## src/rtl/fetch_stage_pkg.sv

```systemverilog
// Shared definitions for the MIPS instruction-fetch stage: state encoding,
// default widths, exception vector and the sequential PC increment.
package fetch_stage_pkg;

  localparam int         PC_W_DEF       = 8;
  localparam int         INSTR_W_DEF    = 32;
  localparam logic [7:0] EXC_VECTOR_DEF = 8'h80;
  localparam int         PC_INCR        = 4;

  typedef enum logic [1:0] {
    ST_IDLE  = 2'd0,
    ST_RUN   = 2'd1,
    ST_FAULT = 2'd2
  } fetch_state_t;

endpackage

```

## src/rtl/fetch_stage_if_id_reg.sv

```systemverilog
// IF/ID pipeline register: load enable captures a fetched word and marks it
// valid; clear drops only the valid bit so the payload keeps its old value.
module if_id_reg #(
  parameter int PC_W    = 8,
  parameter int INSTR_W = 32
) (
  input  logic               SYS_clk,
  input  logic               SYS_reset,
  input  logic               en,
  input  logic               clr,
  input  logic [INSTR_W-1:0] instr_d,
  input  logic [PC_W-1:0]    pc_plus4_d,
  output logic [INSTR_W-1:0] instr_q,
  output logic [PC_W-1:0]    pc_plus4_q,
  output logic               valid_q
);

  always_ff @(posedge SYS_clk or negedge SYS_reset) begin
    if (!SYS_reset) begin
      instr_q    <= '0;
      pc_plus4_q <= '0;
      valid_q    <= 1'b0;
    end else if (clr) begin
      valid_q <= 1'b0;
    end else if (en) begin
      instr_q    <= instr_d;
      pc_plus4_q <= pc_plus4_d;
      valid_q    <= 1'b1;
    end
  end

endmodule

```

## src/rtl/fetch_stage.sv

```systemverilog
// Instruction-fetch stage: PC register, IDLE/RUN/FAULT control and the IF/ID
// register feeding decode. Misaligned PCs trap to FAULT and record the EPC.
module fetch_stage
  import fetch_stage_pkg::*;
#(
  parameter int              PC_W       = PC_W_DEF,
  parameter int              INSTR_W    = INSTR_W_DEF,
  parameter logic [PC_W-1:0] RESET_PC   = '0,
  parameter logic [PC_W-1:0] EXC_VECTOR = PC_W'(EXC_VECTOR_DEF)
) (
  input  logic               SYS_clk,
  input  logic               SYS_reset,
  input  logic               SYS_load,
  input  logic [PC_W-1:0]    SYS_pc_val,
  input  logic               IF_stall,
  input  logic               IF_branch_taken,
  input  logic [PC_W-1:0]    IF_branch_target,
  input  logic               IF_exc_ack,
  output logic [PC_W-1:0]    IF_imem_pc,
  input  logic [INSTR_W-1:0] IF_imem_instruction,
  output logic [INSTR_W-1:0] IF_ID_instruction,
  output logic [PC_W-1:0]    IF_ID_pc_plus4,
  output logic               IF_ID_valid,
  output logic               IF_misaligned,
  output logic [PC_W-1:0]    IF_epc,
  output fetch_state_t       dbg_state
);

  fetch_state_t    state_q, state_nxt;
  logic [PC_W-1:0] pc_q, pc_nxt;
  logic [PC_W-1:0] epc_q, epc_nxt;
  logic [PC_W-1:0] pc_plus4;
  logic            id_en, id_clr;

  assign pc_plus4 = pc_q + PC_W'(PC_INCR);

  always_ff @(posedge SYS_clk or negedge SYS_reset) begin
    if (!SYS_reset) begin
      state_q <= ST_IDLE;
      pc_q    <= RESET_PC;
      epc_q   <= '0;
    end else begin
      state_q <= state_nxt;
      pc_q    <= pc_nxt;
      epc_q   <= epc_nxt;
    end
  end

  // IF_ID_valid is a one-way valid with no ready: decode consumes every cycle
  // it is high; a stall holds the same word (and valid) in place.
  always_comb begin
    state_nxt = state_q;
    pc_nxt    = pc_q;
    epc_nxt   = epc_q;
    id_en     = 1'b0;
    id_clr    = 1'b0;
    unique case (state_q)
      ST_IDLE: begin
        if (SYS_load) begin
          pc_nxt    = SYS_pc_val;
          state_nxt = ST_RUN;
        end
      end
      ST_RUN: begin
        if (SYS_load) begin
          pc_nxt = SYS_pc_val;
          id_clr = 1'b1;
        end else if (pc_q[1:0] != 2'b00) begin
          state_nxt = ST_FAULT;
          epc_nxt   = pc_q;
          id_clr    = 1'b1;
        end else if (IF_stall) begin
          // Branch is deliberately ignored here; its source keeps it asserted.
          pc_nxt = pc_q;
        end else if (IF_branch_taken) begin
          pc_nxt = IF_branch_target;
          id_clr = 1'b1;
        end else begin
          pc_nxt = pc_plus4;
          id_en  = 1'b1;
        end
      end
      ST_FAULT: begin
        if (SYS_load) begin
          pc_nxt    = SYS_pc_val;
          state_nxt = ST_RUN;
        end else if (IF_exc_ack) begin
          pc_nxt    = EXC_VECTOR;
          state_nxt = ST_RUN;
        end
      end
      default: state_nxt = ST_IDLE;
    endcase
  end

  if_id_reg #(
    .PC_W    (PC_W),
    .INSTR_W (INSTR_W)
  ) u_if_id_reg (
    .SYS_clk    (SYS_clk),
    .SYS_reset  (SYS_reset),
    .en         (id_en),
    .clr        (id_clr),
    .instr_d    (IF_imem_instruction),
    .pc_plus4_d (pc_plus4),
    .instr_q    (IF_ID_instruction),
    .pc_plus4_q (IF_ID_pc_plus4),
    .valid_q    (IF_ID_valid)
  );

  assign IF_imem_pc    = pc_q;
  assign IF_misaligned = (state_q == ST_FAULT);
  assign IF_epc        = epc_q;
  assign dbg_state     = state_q;

endmodule

```

## config.mk

```make
export PLATFORM = sky130hd
export DESIGN_NAME = fetch_stage
export DESIGN_NICKNAME = d
export VERILOG_FILES = /design/src/rtl/fetch_stage_pkg.sv /design/src/rtl/fetch_stage_if_id_reg.sv /design/src/rtl/fetch_stage.sv
export SDC_FILE = /design/constraint.sdc
export NUM_CORES = 1
export LEC_CHECK = 0
export ABC_AREA = 0
export CAP_MARGIN = 10
export CORE_MARGIN = 2
export CORE_UTILIZATION = 43
export DETAILED_ROUTE_END_ITERATION = 7
export PLACE_DENSITY = 0.8
export SLEW_MARGIN = 5
export SYNTH_ARGS = -nofsm -noshare
export SYNTH_HDL_FRONTEND = slang
export SYNTH_SLANG_ARGS = --single-unit
```

## constraint.sdc

```tcl
create_clock -name SYS_clk -period 2.09 [get_ports SYS_clk]
set_input_delay 0.209 -clock SYS_clk [delete_from_list [all_inputs] [get_ports SYS_clk]]
set_output_delay 0.209 -clock SYS_clk [all_outputs]
set_load 0.05 [all_outputs]
```

---- Yosys cells after proc, flatten, opt, wreduce, memory -nomap -nowiden ----
Index checks and enable logic that the tools add are counted.
operators by class
  $add $sub $neg .......................... 1
  $mul .................................... 0
  div/mod/pow operators ................... 0
  magnitude comparators ................... 0
  equal/unequal tests ..................... 8
  shift operators ......................... 0
  mux-type cells .......................... 26
  bitwise logic cells ..................... 2
  reduce and logical (&&, ||, !) cells .... 8
operators with widths
  kind                                                              number
  8-bit 2-to-1 mux                                                  7
  8-bit one-hot mux with 3 select lines                             1
  1-bit 2-to-1 mux                                                  12
  2-bit 2-to-1 mux                                                  5
  3-bit != test (second input constant)                             3
  8-bit by 3-bit adder with 8-bit output (second input constant)    1
  2-bit != test (second input constant)                             3
  2-bit one-hot mux with 3 select lines                             1
  5-bit AND reduction                                               1
  4-bit AND reduction                                               1
  2-bit nonzero test                                                2
  3-bit AND reduction                                               1
  3-bit nonzero test                                                1
  2-bit by 1-bit == test with 1-bit output (second input constant)  1
  2-bit == test (second input constant)                             1
  2-bit logical NOT                                                 1
  1-bit NOT                                                         2
  2-bit AND reduction                                               1
word-level totals
  bits in registers ....................... 59
  bits in latches ......................... 0
  RAM bits ................................ 0
  memory bits (read-only) ................. 0
  output and inout bits ................... 60
  logic and storage cells ................. 51
  memories kept ........................... 0

---- Logic depth before layout (Yosys ltp) ----
Gate-level depths: netlist of the first run.
  word-level depth ........................ 7
  gate-level depth with buffers ........... 7

---- Hierarchy ----
From an unflattened synthesis of the first run, not the netlist that was laid out.
second synthesis, totals
  cell total of the unflattened synthesis .. 221
  area total of the unflattened synthesis .. 2803.9 um2
by module, submodules not included
  module       instances  cells an instance  area each (um2)  seq. area each (um2)
  if_id_reg    1          88                 1564.0           1026.0
  fetch_stage  1          133                1239.9           450.4

---- Worst setup path after synthesis of the first run ----
Ideal clock, no wire load.
  path kind ............................... register to register
  start ................................... reg state_q[0] (netlist: dbg_state[0])
  end ..................................... reg pc_q[0] (netlist: IF_imem_pc[0])
  setup time .............................. 0.125 ns
  arrival ................................. 2.194 ns
  required time ........................... 1.965 ns
  setup slack ............................. -0.228 ns
  stages on the path, launching flop included .. 7
  buffers on the path ..................... 0
  path through ............................ dfrtp_1 inv_1 ha_1 nor2_1 mux2i_1 and3_1 mux2_2
on the way
  word-level cells in the longest chain between the ends .. 3
RTL lines
  item                                                                         line               RTL
  start, declared                                                              fetch_stage.sv:29  fetch_state_t state_q, state_nxt;
  start signal, assigned                                                       fetch_stage.sv:43  state_q <= state_nxt;
  2-bit == test *                                                              --
  named net IF_misaligned                                                      fetch_stage.sv:24  output logic IF_misaligned,
  3-bit != test (no source line) / 3-bit nonzero test (equally long branches)  --
  5-bit AND reduction (no source line)                                         --
  end signal, assigned                                                         fetch_stage.sv:44  pc_q <= pc_nxt;
  end, declared                                                                fetch_stage.sv:30  logic [PC_W-1:0] pc_q, pc_nxt;
The timed path passes the listed nets; every way through them passes the cells marked *.
A chain may end at the register's enable or synchronous reset.

---- Worst setup path in the final report of the first run ----
  start ................................... reg pc_q[5] (netlist: IF_imem_pc[5])
  end ..................................... out IF_imem_pc[5]
RTL lines
  item           line               RTL
  end, declared  fetch_stage.sv:19  output logic [PC_W-1:0] IF_imem_pc,
No word-level cell between the ends.

==> impl_results.md, run 1 <==
- Antenna Cells: 0
- Cell family with most CP delay: buffers and inverters
- Via-to-Cell Ratio: 5.10
- Initial antenna violation count: 0
- Die W: 83.9 um
- Seq cells post-synth: 59
- Main synth FF type: dfrtp_1
- Setup bufs post-CTS: 0
- Residual DRC count: 0
- GRT Util Overall: 19.3%
- CP Max Fanout: 8
- Worst setup path class: flip-flop to output pin
- Die height: 83.9 um
- Pre-antenna DRT Iters: 4
- # IOs: 114
- Site Rows: 29
- Worst EP arrival: 1720 ps
- Fmax: 518 MHz
- Largest net degree at the start of global routing: 46
- Clock Root Buffer: clkbuf_8
- Overall power: 7.64 mW
- Setup violators final: 0
- Vias: 2182
- Final WL: 6360 um
- Min Tclk post-route: 1930 ps
- Worst path cell trace: clkdlybuf4s50_1
- Number of flops mapped to enable cells by yosys: 0
- Synth Instances: 225
- Wire per inst: 14.8 um
- Slowest-stage cell, CP: clkdlybuf4s50_1
- Peak VDD IR: 0.00115 V
- Worst min-delay path class: input port to async pin
- Leakage power: 1.79 nW
- CP bufs+invs: 1
- PortBufs: 113
- Clk slew on worst S/H paths: 70 ps
- CTS tree: built
- TNS Setup: 0 ps
- Mean Syn Cell Area: 12.2 sq um
- Initial detailed-routing violation count: 62
- CP required: 1880 ps
- GRT overflow: 0
- Detail Placement HPWL: 4760 um
- First-pass GRT wire length: 10800 um
- Layout area overhead: 51.9%
- Routability cong.: 0.786
- Crit end category: output pin
- RSZ-0062 raised after global routing: false
- Die area: 7050 sq um
- Final period utilization: 92.3%
- H-Tree Depth: 3
- Status: finished clean
- Final hold violations: 0
- Area of the mapped netlist: 2750 sq um
- Mapped Nets: 284
- Clock latency on the worst-skew pair: 340 ps
- Slowest stage delay, CP: 870 ps
- Share of layout cells above drive strength 1: 20.8%
- Total number of yosys warnings: 0
- Max Buffers Root-to-Sink: 2
- Most common cell after layout, fill and taps aside: clkdlybuf4s50_1
- Clk sinks: 59
- Cts-stage hold buffer count: 1
- Synth unique cells: 43
- Startpoint types: flip-flop
- Max_cap viols: 0
- Worst hold slack: 377 ps
- Initial Utilization: 43.8%
- Remaining antenna violation count: 0
- PostCTS Resize Cnt: 0
- Slew @ Worst Pin: 530 ps
- Vias in the first global route: 2216
- Most frequent cells in the layout: clkdlybuf4s50_1 (111), dfrtp_1 (59), mux2_2 (42)
- Slew margin rel.: 64.6%
- CORE AREA: 6280 sq um
- Pwr Density: 1830 nW/um^2
- Max Transition Viols Final: 0
- TritonCTS buffer count: 9
- Post-synthesis sequential area ratio: 53.7%
- Layout Skew: 7.25 ps
- Post-synth ARST share: 100%
- Final net count: 405
-- area by class of cell --
cell class / instances / area, sq um
well taps: 77 / 96.3
fillers: 509 / 2100
repair buffers: 121 / 1200
clock inverters: 6 / 63.8
inverters: 5 / 18.8
clock buffers: 10 / 138
flip-flops and latches: 59 / 1480
multi-input cells: 150 / 1180
-- final timing paths --
check	startpoint	end	slack, ps	depth (start not counted)
max in group asynchronous	SYS_reset	u_if_id_reg.pc_plus4_q[4]	1030	3
max reg2reg	dbg_state[1]	IF_epc[7]	180	6
min	SYS_reset	u_if_id_reg.instr_q[11]	380	2
min in group SYS_clk	u_if_id_reg.pc_plus4_q[4]	u_if_id_reg.pc_plus4_q[4]	480	2
max	IF_imem_pc[5]	IF_imem_pc[5]	160	1
min reg2reg	u_if_id_reg.pc_plus4_q[4]	u_if_id_reg.pc_plus4_q[4]	480	2
-- synth_stat cells (2+ instances only) --
master    number  area share [%]
mux2_2        42              17
xnor2_1        2            0.64
nor2_1         7            0.96
inv_1          5            0.68
mux2i_1        3             1.1
and2_1         5             1.1
nand2_1       22             3.0
and3_1         2            0.46
dfrtp_1       59              54
nand2b_1       3            0.68
ha_1           5             2.3
buf_2          4            0.73
xor2_1         2            0.64
nand3b_1       2            0.55
a21oi_1        7             1.3
nand3_1        3            0.55
nor2b_1        2            0.46
buf_6          4             1.6
buf_4          2            0.55
a31oi_1        2            0.46
o21ai_0       17             3.1
o31ai_1        4             1.1
-- cells by family after synthesis --
group                    count (synthesis)  share of synthesized area, %
buffers and inverters                   16                          3.73
XOR/XNOR                                 4                          1.28
multiplexers                            46                          18.7
AND/OR/NAND/NOR                         51                          9.52
adder cells (fa/ha/maj)                  5                          2.28
flip-flops                              59                          53.7
AO/OA/AOI/OAI                           44                          10.7
-- where the power goes --
part | internal, mW | switching (mW)
Clock | 0.582 | 0.457
Combinational | 1.69 | 2.85
Sequential | 1.68 | 0.380
Total | 3.95 | 3.69
-- metrics by stage --
step	area (sq um)	setup slack (ps)	utilization (%)	std cells
after floorplan	2760	57.2	-	225
after CTS	4170	155	66.5	428
after global placement	3960	239	63.1	411
after detailed placement	3960	167	63.1	411
final	4170	161	66.5	428
after global routing	4170	48.5	66.5	428
-- routing by layer --
metal | vias up | wire [um] | GRT usage (%)
li1 | 1044 | - | -
met1 | 1045 | 2900 | 25.8
met2 | 85 | 2980 | 30.3
met3 | 8 | 395 | 4.65
met4 | 0 | 76 | 7.92
met5 | - | 0 | 0
-- flip-flops by register name (all words and copies together), names as in the netlist --
| register | flops |
|---|---|
| dbg_state | 2 |
| u_if_id_reg.instr_q | 32 |
| IF_imem_pc | 8 |
| u_if_id_reg.pc_plus4_q | 8 |
| u_if_id_reg.valid_q | 1 |
| IF_epc | 8 |
Note: power is estimated with default switching activity, not from simulation.
==> inputs of run 2 (changes only) <==
- REMOVE_ABC_BUFFERS: not set -> 1
==> impl_results.md, run 2 (synthesis gave the netlist of run 1 again) <==
- Status: finished clean
- Residual DRC count: 0 (unchanged)
- Critical Path End: IF_imem_pc[5]
- Max FFs per register: 32 (unchanged)
- Most flops, register: u_if_id_reg.instr_q
- Min Tclk post-route: 1920 ps (-11.9 ps)
- RSZ-0062 raised after global routing: false
- Via-to-Cell Ratio: 5.15 (+1.0%)
- Worst r2r src: dbg_state[0]
- Overall power: 7.68 mW (+0.49%)
- CTS tree: built
- CP Max Fanout: 8 (unchanged)
- Vias in the first global route: 2185 (-1.4%)
- Final hold violations: 0 (unchanged)
- TNS Setup: 0 ps (unchanged)
- Sequential share of power: 26.8% (-0.2 points)
- Worst reg2reg endpoint: IF_imem_pc[6]
- Max Buffers Root-to-Sink: 2 (unchanged)
- Share of layout cells above drive strength 1: 20.7% (-0.059 points)
- Worst path cell trace: clkdlybuf4s50_1
- CORE AREA: 6280 sq um (unchanged)
- CP Depth: 1 (unchanged)
- Most common cell after layout, fill and taps aside: clkdlybuf4s50_1
- R2R Setup Slk: 190 ps (about the same)
- Crit end category: output pin
- Final-layout fill cell count: 489 (-3.9%)
- Remaining antenna violation count: 0 (unchanged)
- Worst min-delay path class: input port to async pin
- Max Transition Viols Final: 0 (unchanged)
- Core Util, Final: 66.8% (+0.30 points)
- Antenna Cells: 0 (unchanged)
- Clock power frac: 14.0% (+0.4 points)
- Fmax: 522 MHz (+0.62%)
- Clk slew on worst S/H paths: 60 ps (about the same)
- Initial Utilization: 43.8% (unchanged)
- Net Sw Frac: 47.6% (-0.67 points)
- Largest net degree at the start of global routing: 46 (unchanged)
- Initial antenna violation count: 0 (unchanged)
- Layout area overhead: 52.6%
- Die height: 83.9 um (unchanged)
- Routability cong.: 0.811 (+3.2%)
- Peak VDD IR: 0.00109 V (-5.7%)
- Pwr Density: 1830 nW/um^2 (about the same)
- CP required: 1880 ps (about the same)
- Die W: 83.9 um (unchanged)
- GRT Util Overall: 18.8% (-0.53 points)
- Vias: 2210 (+1.3%)
- PortBufs: 113 (unchanged)
- Initial detailed-routing violation count: 111 (+79%)
- PostCTS Resize Cnt: 0 (unchanged)
- Slew margin rel.: 60.2% (-4.4 points)
- Leakage power: 1.81 nW (+1.1%)
- Setup violators final: 0 (unchanged)
- Slowest-stage cell, CP: clkdlybuf4s50_1
- Wire per inst: 15.1 um (+1.4%)
- Setup bufs post-CTS: 0 (unchanged)
- Most frequent cells in the layout: clkdlybuf4s50_1 (111), dfrtp_1 (59), mux2_2 (42)
- Detail Placement HPWL: 4800 um (+0.75%)
- Clk sinks: 59 (unchanged)
- Final net count: 406 (+0.25%)
- Clock latency on the worst-skew pair: 330 ps (about the same)
- Site Rows: 29 (unchanged)
- FF-to-FF path depth: 6 (unchanged)
- Area of the multi-input gates: 1170 sq um (-1.1%)
- Layout Skew: 11.0 ps (+3.74 ps)
- Cell family with most CP delay: buffers and inverters
- First-pass GRT wire length: 10500 um (-2.2%)
- Internal power: 4.03 mW (+1.8%)
- FF+latch area: 1480 sq um (unchanged)
- TritonCTS buffer count: 9 (unchanged)
- H-Tree Depth: 3 (unchanged)
- GRT overflow: 0 (unchanged)
- Final WL: 6460 um (+1.6%)
- Sw power: 3.66 mW (-0.89%)
- Gate power share: 59.2% (-0.2 points)
- Clock Root Buffer: clkbuf_8
- Slowest stage delay, CP: 870 ps (about the same)
- Worst setup path class: flip-flop to output pin
- CP bufs+invs: 1 (unchanged)
- Final period utilization: 91.7% (-0.57 points)
- Max_cap viols: 0 (unchanged)
- Crit. Startpoint: IF_imem_pc[5]
- Pre-antenna DRT Iters: 4 (unchanged)
- Startpoint types: flip-flop
- Slew @ Worst Pin: 597 ps (+67.3 ps)
- # IOs: 114 (unchanged)
- Die area: 7050 sq um (unchanged)
- Worst EP arrival: 1710 ps (about the same)
run 2: changes by cell type in the layout (fill, tap and decap cells not counted), sizes merged:
| cell | previous run | this run |
|---|---|---|
| inv | 6 | 5 |
| clkbuf | 10 | 12 |
| clkinvlp | 2 | 1 |
| buf | 9 | 10 |
run 2: timing repair:
action                                  CTS  global route
endpoints found under the setup margin    0             0
hold buffers                              1             0
hold endpoints to repair                 25             0
run 2: area by class of cell:
class / count / area share (%)
clock buffers: 12 / 3.94
clock inverters: 4 / 1.13
inverters: 5 / 0.448
multi-input cells: 150 / 27.9
flip-flops and latches: 59 / 35.2
well taps: 77 / 2.30
repair buffers: 122 / 29.1
run 2: how the worst min path moves through the flow:
stage	start	to	cells after the start
3_3_place_gp	SYS_reset	u_if_id_reg.instr_q[15]	1
4_1_cts	SYS_reset	u_if_id_reg.instr_q[15]	2
3_5_place_dp	SYS_reset	u_if_id_reg.instr_q[15]	1
5_1_grt	IF_imem_instruction[6]	u_if_id_reg.instr_q[6]	2
2_1_floorplan	SYS_reset	IF_epc[0]	0
6_report	SYS_reset	u_if_id_reg.instr_q[15]	2
run 2: power groups by stage:
stage	clock network, mW	logic (mW)	registers [mW]
floorplan	0	1.16	3.89
global placement	0	4.50	2.05
finish	1.07	4.55	2.06
detailed placement	0	4.56	2.08
global route	1.16	4.77	2.14
CTS	1.11	4.58	2.06
run 2: routing by layer:
layer | part of all wire (%) | global-route usage [%] | routed length [um] | up-vias
li1 | - | - | - | 1045
met1 | 44 | 25.1 | 2830 | 1073
met2 | 49 | 29.3 | 3170 | 87
met3 | 6.5 | 5.64 | 417 | 5
met4 | 0.60 | 6.45 | 39 | 0
met5 | 0 | 0 | 0 | -
run 2: per-stage QoR:
stage,cells,instance area [sq um],setup WS (ps),hold slack [ps]
after detailed placement,412,3970,206,256
final,429,4190,173,426
after global placement,412,3970,223,240
after floorplan,214,2660,-228,-86.6
after global routing,429,4190,76.3,474
after CTS,429,4190,149,439
